**src/rtl/rcv_ctrl.sv**
```systemverilog
// Receive control FSM: start detect, SYNC check, per-byte FIFO write strobes, EOP alignment check.
// Latency: all outputs registered, changing one cycle after the triggering input.
// Backpressure: none (FIFO is write-only strobed); define RCV_CTRL_PID_CHECK_EN to PID-check data byte 0.
module rcv_ctrl #(
    parameter logic [7:0] SYNC_BYTE = 8'h80,
    parameter int         MAX_BYTES = 64,
    parameter int         CNT_W     = 7
) (
    input  logic             clk,
    input  logic             rst,
    input  logic             d_edge,
    input  logic             eop,
    input  logic             shift_enable,
    input  logic             byte_received,
    input  logic [7:0]       rcv_data,
    output logic             rcving,
    output logic             w_enable,
    output logic             r_error,
    output logic [CNT_W-1:0] byte_count
);

    typedef enum logic [3:0] {
        IDLE,
        SYNC,
        SYNC_CHK,
        RCV,
        STORE,
        EOP_CHK,
        EOP_WAIT,
        ERR,
        EIDLE
`ifdef RCV_CTRL_PID_CHECK_EN
        , PID_CHK
`endif
    } state_t;

    localparam logic [CNT_W-1:0] MAX_CNT = CNT_W'(MAX_BYTES);
    localparam logic [CNT_W-1:0] CNT_ONE = CNT_W'(1);

    state_t           state_q, state_d;
    logic [7:0]       data_q, data_d;
    logic             mid_byte_q, mid_byte_d;
    logic [CNT_W-1:0] byte_count_q, byte_count_d;
    logic             rcving_q, rcving_d;
    logic             w_enable_q, w_enable_d;
    logic             r_error_q, r_error_d;

    always_comb begin
        state_d      = state_q;
        data_d       = data_q;
        mid_byte_d   = mid_byte_q;
        byte_count_d = byte_count_q;

        if (byte_received) begin
            data_d = rcv_data;
        end

        // The SE0 sample that signals EOP is not a data bit, so it must not mark a partial byte.
        if (state_q == IDLE || byte_received) begin
            mid_byte_d = 1'b0;
        end else if (shift_enable && !eop) begin
            mid_byte_d = 1'b1;
        end

        case (state_q)
            IDLE: begin
                if (d_edge) state_d = SYNC;
            end
            SYNC: begin
                if (byte_received)             state_d = SYNC_CHK;
                else if (eop && shift_enable)  state_d = ERR;
            end
            SYNC_CHK: begin
                state_d = (data_q == SYNC_BYTE) ? RCV : ERR;
            end
            RCV: begin
                if (byte_received) begin
                    if (byte_count_q >= MAX_CNT) begin
                        state_d = ERR;
                    end else begin
`ifdef RCV_CTRL_PID_CHECK_EN
                        state_d = (byte_count_q == '0) ? PID_CHK : STORE;
`else
                        state_d = STORE;
`endif
                    end
                end else if (eop && shift_enable) begin
                    state_d = EOP_CHK;
                end
            end
`ifdef RCV_CTRL_PID_CHECK_EN
            PID_CHK: begin
                state_d = (data_q[7:4] == ~data_q[3:0]) ? STORE : ERR;
            end
`endif
            STORE: begin
                state_d = RCV;
            end
            EOP_CHK: begin
                state_d = mid_byte_q ? ERR : EOP_WAIT;
            end
            EOP_WAIT: begin
                if (d_edge) state_d = IDLE;
            end
            ERR: begin
                if (d_edge && !eop) state_d = EIDLE;
            end
            EIDLE: begin
                if (d_edge) state_d = SYNC;
            end
            default: begin
                state_d = IDLE;
            end
        endcase

        // A new packet starts with a fresh count; STORE is only ever entered below MAX_BYTES.
        if (state_d == SYNC && state_q != SYNC) begin
            byte_count_d = '0;
        end else if (state_d == STORE && byte_count_q < MAX_CNT) begin
            byte_count_d = byte_count_q + CNT_ONE;
        end

        rcving_d   = (state_d == SYNC) || (state_d == SYNC_CHK) ||
                     (state_d == RCV)  || (state_d == STORE)
`ifdef RCV_CTRL_PID_CHECK_EN
                     || (state_d == PID_CHK)
`endif
                     ;
        w_enable_d = (state_d == STORE);
        r_error_d  = (state_d == ERR) || (state_d == EIDLE);
    end

    always_ff @(posedge clk) begin
        if (rst) begin
            state_q      <= IDLE;
            data_q       <= '0;
            mid_byte_q   <= 1'b0;
            byte_count_q <= '0;
            rcving_q     <= 1'b0;
            w_enable_q   <= 1'b0;
            r_error_q    <= 1'b0;
        end else begin
            state_q      <= state_d;
            data_q       <= data_d;
            mid_byte_q   <= mid_byte_d;
            byte_count_q <= byte_count_d;
            rcving_q     <= rcving_d;
            w_enable_q   <= w_enable_d;
            r_error_q    <= r_error_d;
        end
    end

    assign rcving     = rcving_q;
    assign w_enable   = w_enable_q;
    assign r_error    = r_error_q;
    assign byte_count = byte_count_q;

endmodule

```
**config.mk**
```make
export PLATFORM = sky130hd
export DESIGN_NAME = rcv_ctrl
export DESIGN_NICKNAME = d
export VERILOG_FILES = /design/src/rtl/rcv_ctrl.sv
export SDC_FILE = /design/constraint.sdc
export NUM_CORES = 1
export LEC_CHECK = 0
export ABC_AREA = 1
export ABC_CLOCK_PERIOD_IN_PS = 2000
export CORE_MARGIN = 1.5
export CORE_UTILIZATION = 40
export CTS_CLUSTER_DIAMETER = 50
export CTS_CLUSTER_SIZE = 30
export DETAILED_ROUTE_END_ITERATION = 8
export GPL_TIMING_DRIVEN = 0
export PLACE_DENSITY = 0.64
export REMOVE_ABC_BUFFERS = 1
export SLEW_MARGIN = 40
export SYNTH_ARGS = -nofsm -noshare
export SYNTH_HDL_FRONTEND = slang
export SYNTH_SLANG_ARGS = --single-unit
```
**constraint.sdc**
```tcl
create_clock -name clk -period 2 [get_ports clk]
set_clock_uncertainty 0.15 [all_clocks]
set_input_delay 0.6 -clock clk [delete_from_list [all_inputs] [get_ports clk]]
set_output_delay 0.6 -clock clk [all_outputs]
set_load 0.02 [all_outputs]
```
==> results.md <==
- After the first detailed-routing iteration, the DRC count stood at 31.
- The data arrival time of the critical path is 1.99 ns.
- The sequential share of the synthesized area is 0.381.
- The total global-route track usage is 0.159.
- The placed standard-cell area is 1470 um2.
- Dividing total power by cell area gives a power density of 1100 nW/um2.
- The number of antenna violations at the first check in global routing is 0.
- The via count of the first global-routing pass is 1038.
- The synthesized netlist contains 23 unique library cells.
- A synthesized cell averages 7.56 um2.
- The maximum clock frequency is 529 MHz.
- The share of power burned in registers is 0.322.
- STA classifies the critical path startpoint as an input port.
- The combined area of all synthesized cells is 1210 um2.
- The filler cell count is 270.
- The average detailed-routed wire length per instance is 11.7 um.
- The initial utilization of the core area, before any placement, comes to 0.431.
- Of the total synthesized cell area, the portion taken by AND, OR, NAND and NOR gates is 0.414.
- The first global-routing pass estimated 4220 um of wire.
- The signal on the critical path passes through clkdlybuf4s15_2 > inv_4 > nand2_2 > inv_1 > nor2_1 > nor2_4 > nand2_2 > nor2_4 > nand3_4 > nand2_2 > nand2_2 > nor2_2.
- The count of endpoints failing hold in the final timing report is 0.
- Counting stages on the worst path, the most repeated cell is nand2_2.
- The layout overhead on the synthesized area is 31.5%.
- The remaining routing DRC violations is 0.
- The share of total power dissipated in combinational logic is 0.560.
- The xor/xnor cell area share of the yosys netlist is 0.0290.
- The number of standard-cell rows in the floorplan is 19.
- The die area is 3360 um2.
- The minimum clock period is 1.89 ns.
- The first TritonRoute pass finished after 4 iterations.
- In the synthesized netlist, the number of instances is 160.
- In the layout the commonest cells are nor2_1, dfxtp_1, nand2_1.
- The leakage power figure is 0.750 nW.
- The complex-gate fraction of the synthesized area came to 0.0993.
- Of the post-synthesis cell area, the part taken by muxes is 0.
- The class of the tightest hold or removal check is reg2reg.
- In this run the clock root is driven by a clkbuf_4.
- The overall overflow remaining after global route is 0.
- For the worst flop-to-flop path, the logic depth is 9.
- In this run the critical register-to-register path is captured at byte_count[1].
- The via count normalized by instance count is 4.98.
- TritonCTS built the clock tree.
- Detailed routing inserted a total of 1095 vias.
- After the last flow step, the layout net total stands at 205.
- After legalization and detailed placement, the total HPWL measured 1850 um.
- Entering global routing, the biggest net connects 13 pins.
- The number of buffers created by CTS is 3.
- Clock latency on the worst-skew pair, taken at its later pin, is 0.30 ns.
- In this design, the stage delay of the slowest critical-path cell is 0.29 ns.
- The remaining max-slew budget at the tightest pin is 0.767.
- The horizontal extent of the die is 58.0 um.
- In this run the number of H-tree levels came out at 1.
- The launch point of the worst path is byte_received.
- The maximum net fanout on the critical path is 11.
- The count of buffers inserted at the top-level ports is 23.
- With fillers left out, the area of the finished cells amounts to 1590 um2.
- Measured along the y axis, the die boundary spans 58.0 um.
- The total count of max-transition violations in the final report is 0.
- Once detail routing completed, the nets flagged for antenna violations numbered 0.
- The peak supply drop is 492 uV.
- The number of antenna diodes in the final layout is 0.
- The number of warnings reported in the yosys synthesis log is 0.
- For this run, the number of standard cells in the final layout without fillers is 220.
- The top cell type by total area after synthesis is dfxtp_1.
- For the pin with the worst max-slew slack, the measured transition is 0.349 ns.
- Adding up every negative setup slack in the final design gives 0 ns.
- The number of synthesized register bits is 23.
- At the worst endpoint, the required time is 2.10 ns.
- The clock power share is 0.118.
- The switching part of the total is 0.448.
- Including well taps, the total number of placed cells is 211.
- Of the total synthesized cell area, the portion taken by full adders, half adders and majority gates is 0.0103.
- The share of synthesized area in the top cell type comes to 0.381.
- The library cell used most frequently in the layout, excluding fill and tap cells, is nor2_1.
- The number of ports placed on the die boundary is 24.
- The worst setup path is of the in2reg kind.
- The core region is 2810 um2.
- After synthesis, the cell types taking the most area are dfxtp_1, nor2_1, nand2_1, nand3_1, nor2_4.
- The number of endpoints failing setup at the final stage is 0.
- Of the available clock period, the critical path in the final layout requires 0.946.
- The clock slew seen by the registers of the worst setup and hold paths is 0.12 ns.
- STA classifies the critical path endpoint as a flip-flop.
- The sequential cells in the finished layout cover a total of 460 um2.
- The routed wire length is 2570 um.
- The combinational family with the most area after synthesis is simple AND/OR/NAND/NOR gates.
- The weighted congestion reported at the end of routability-driven placement is 0.860.
- The minimum setup slack among reg-to-reg paths is 0.29 ns.
- The library cell contributing the largest single delay on the critical path is clkdlybuf4s15_2.
- The buffer levels on the longest clock path is 2.
- The tree built by TritonCTS fans out to 23 sinks.
- The run finished with clean final reports.
- The beginning of the worst register-to-register path is state_q[0].
- The proportion of layout cells with a drive suffix above 1 is 0.259.
- The net load switching power is 0.786 mW.
- The internal power contribution is 0.970 mW.
- The max-cap check violation count is 0.
- The worst hold path passes through 2 cells.
- The end of the critical path is byte_count[5].
- The fraction of the core area covered by cells at the end of the flow is 0.567.
- The area of the multi-input gates is 728 um2.
==> cell type report <==
cell class	count	share of cell area
sequential	23	0.289
multi-input combinational	117	0.458
inverter	18	0.0440
timing repair buffer	27	0.168
clock buffer	4	0.0165
tap	31	0.0244
==> cells by family after synthesis <==
group | Yosys count
flip-flops | 23
AND/OR/NAND/NOR | 88
AO/OA/AOI/OAI | 23
adder cells (fa/ha/maj) | 1
XOR/XNOR | 4
buffers and inverters | 21
==> Yosys cell counts <==
library cell and number:
a21oi_1 10, nand3_1 14, nor2_4 5, xor2_1 4, inv_1 14, ha_1 1, nor2_2 5, clkbuf_1 1
nand2_1 21, o21ai_0 11, nor2_8 1, nand4_1 2, dfxtp_1 23, nor3_1 2, inv_2 4, a2111oi_0 1
buf_2 2, nand3_2 2, a31oi_1 1, nand3_4 3, nand2_2 4, nand2_4 2, nor2_1 27
==> sequential cells by signal, indices dropped and copies added (netlist names) <==
register    cells
mid_byte_q      1
data_q          8
w_enable        1
state_q         4
r_error         1
byte_count      7
rcving          1
==> per-layer routing <==
layer	vias to the layer above	routed length [um]	global-route usage
met4	0	17	0.0698
met5	-	0	0
met1	499	1250	0.204
met3	2	75	0.0201
met2	14	1230	0.269
li1	580	-	-
==> power groups by stage <==
| stage | registers (mW) | logic (mW) | clock network, mW |
|---|---|---|---|
| after floorplan | 0.603 | 0.619 | 0 |
| after global placement | 0.576 | 0.825 | 0 |
| after detailed placement | 0.577 | 0.837 | 0 |
| after CTS | 0.566 | 0.832 | 0.221 |
| after global routing | 0.572 | 1.08 | 0.236 |
| final | 0.566 | 0.982 | 0.208 |
==> through the flow <==
stage / setup slack, ns / power [mW] / hold slack, ns
6_report: 0.109 / 1.76 / 0.316
3_5_place_dp: -0.749 / 1.41 / 0.303
4_1_cts: 0.00709 / 1.62 / 0.322
2_1_floorplan: 0.159 / 1.22 / 0.280
5_1_grt: -0.0179 / 1.89 / 0.351
3_3_place_gp: -0.718 / 1.40 / 0.295
==> repair_timing <==
item                       in CTS  in global routing
pin swaps                       0                 14
setup endpoints to repair      19                 11
cloned                          0                  1
hold buffers                    0                  0
resized for setup              12                 20
buffers inserted                0                  4
==> how the worst min path moves through the flow <==
| stage | to | slack (ns) | start |
|---|---|---|---|
| 2_1_floorplan | data_q[7] | 0.28 | data_q[7] |
| 3_3_place_gp | data_q[7] | 0.29 | data_q[7] |
| 3_5_place_dp | data_q[7] | 0.30 | data_q[7] |
| 4_1_cts | data_q[7] | 0.32 | data_q[7] |
| 5_1_grt | data_q[7] | 0.35 | data_q[7] |
| 6_report | data_q[7] | 0.32 | data_q[7] |
==> critical path, delay by kind of cell <==
family | cells | cell delay, ns
buf+inv | 3 | 0.51
simple gates | 9 | 0.88
(Power assumes the default switching activity.)
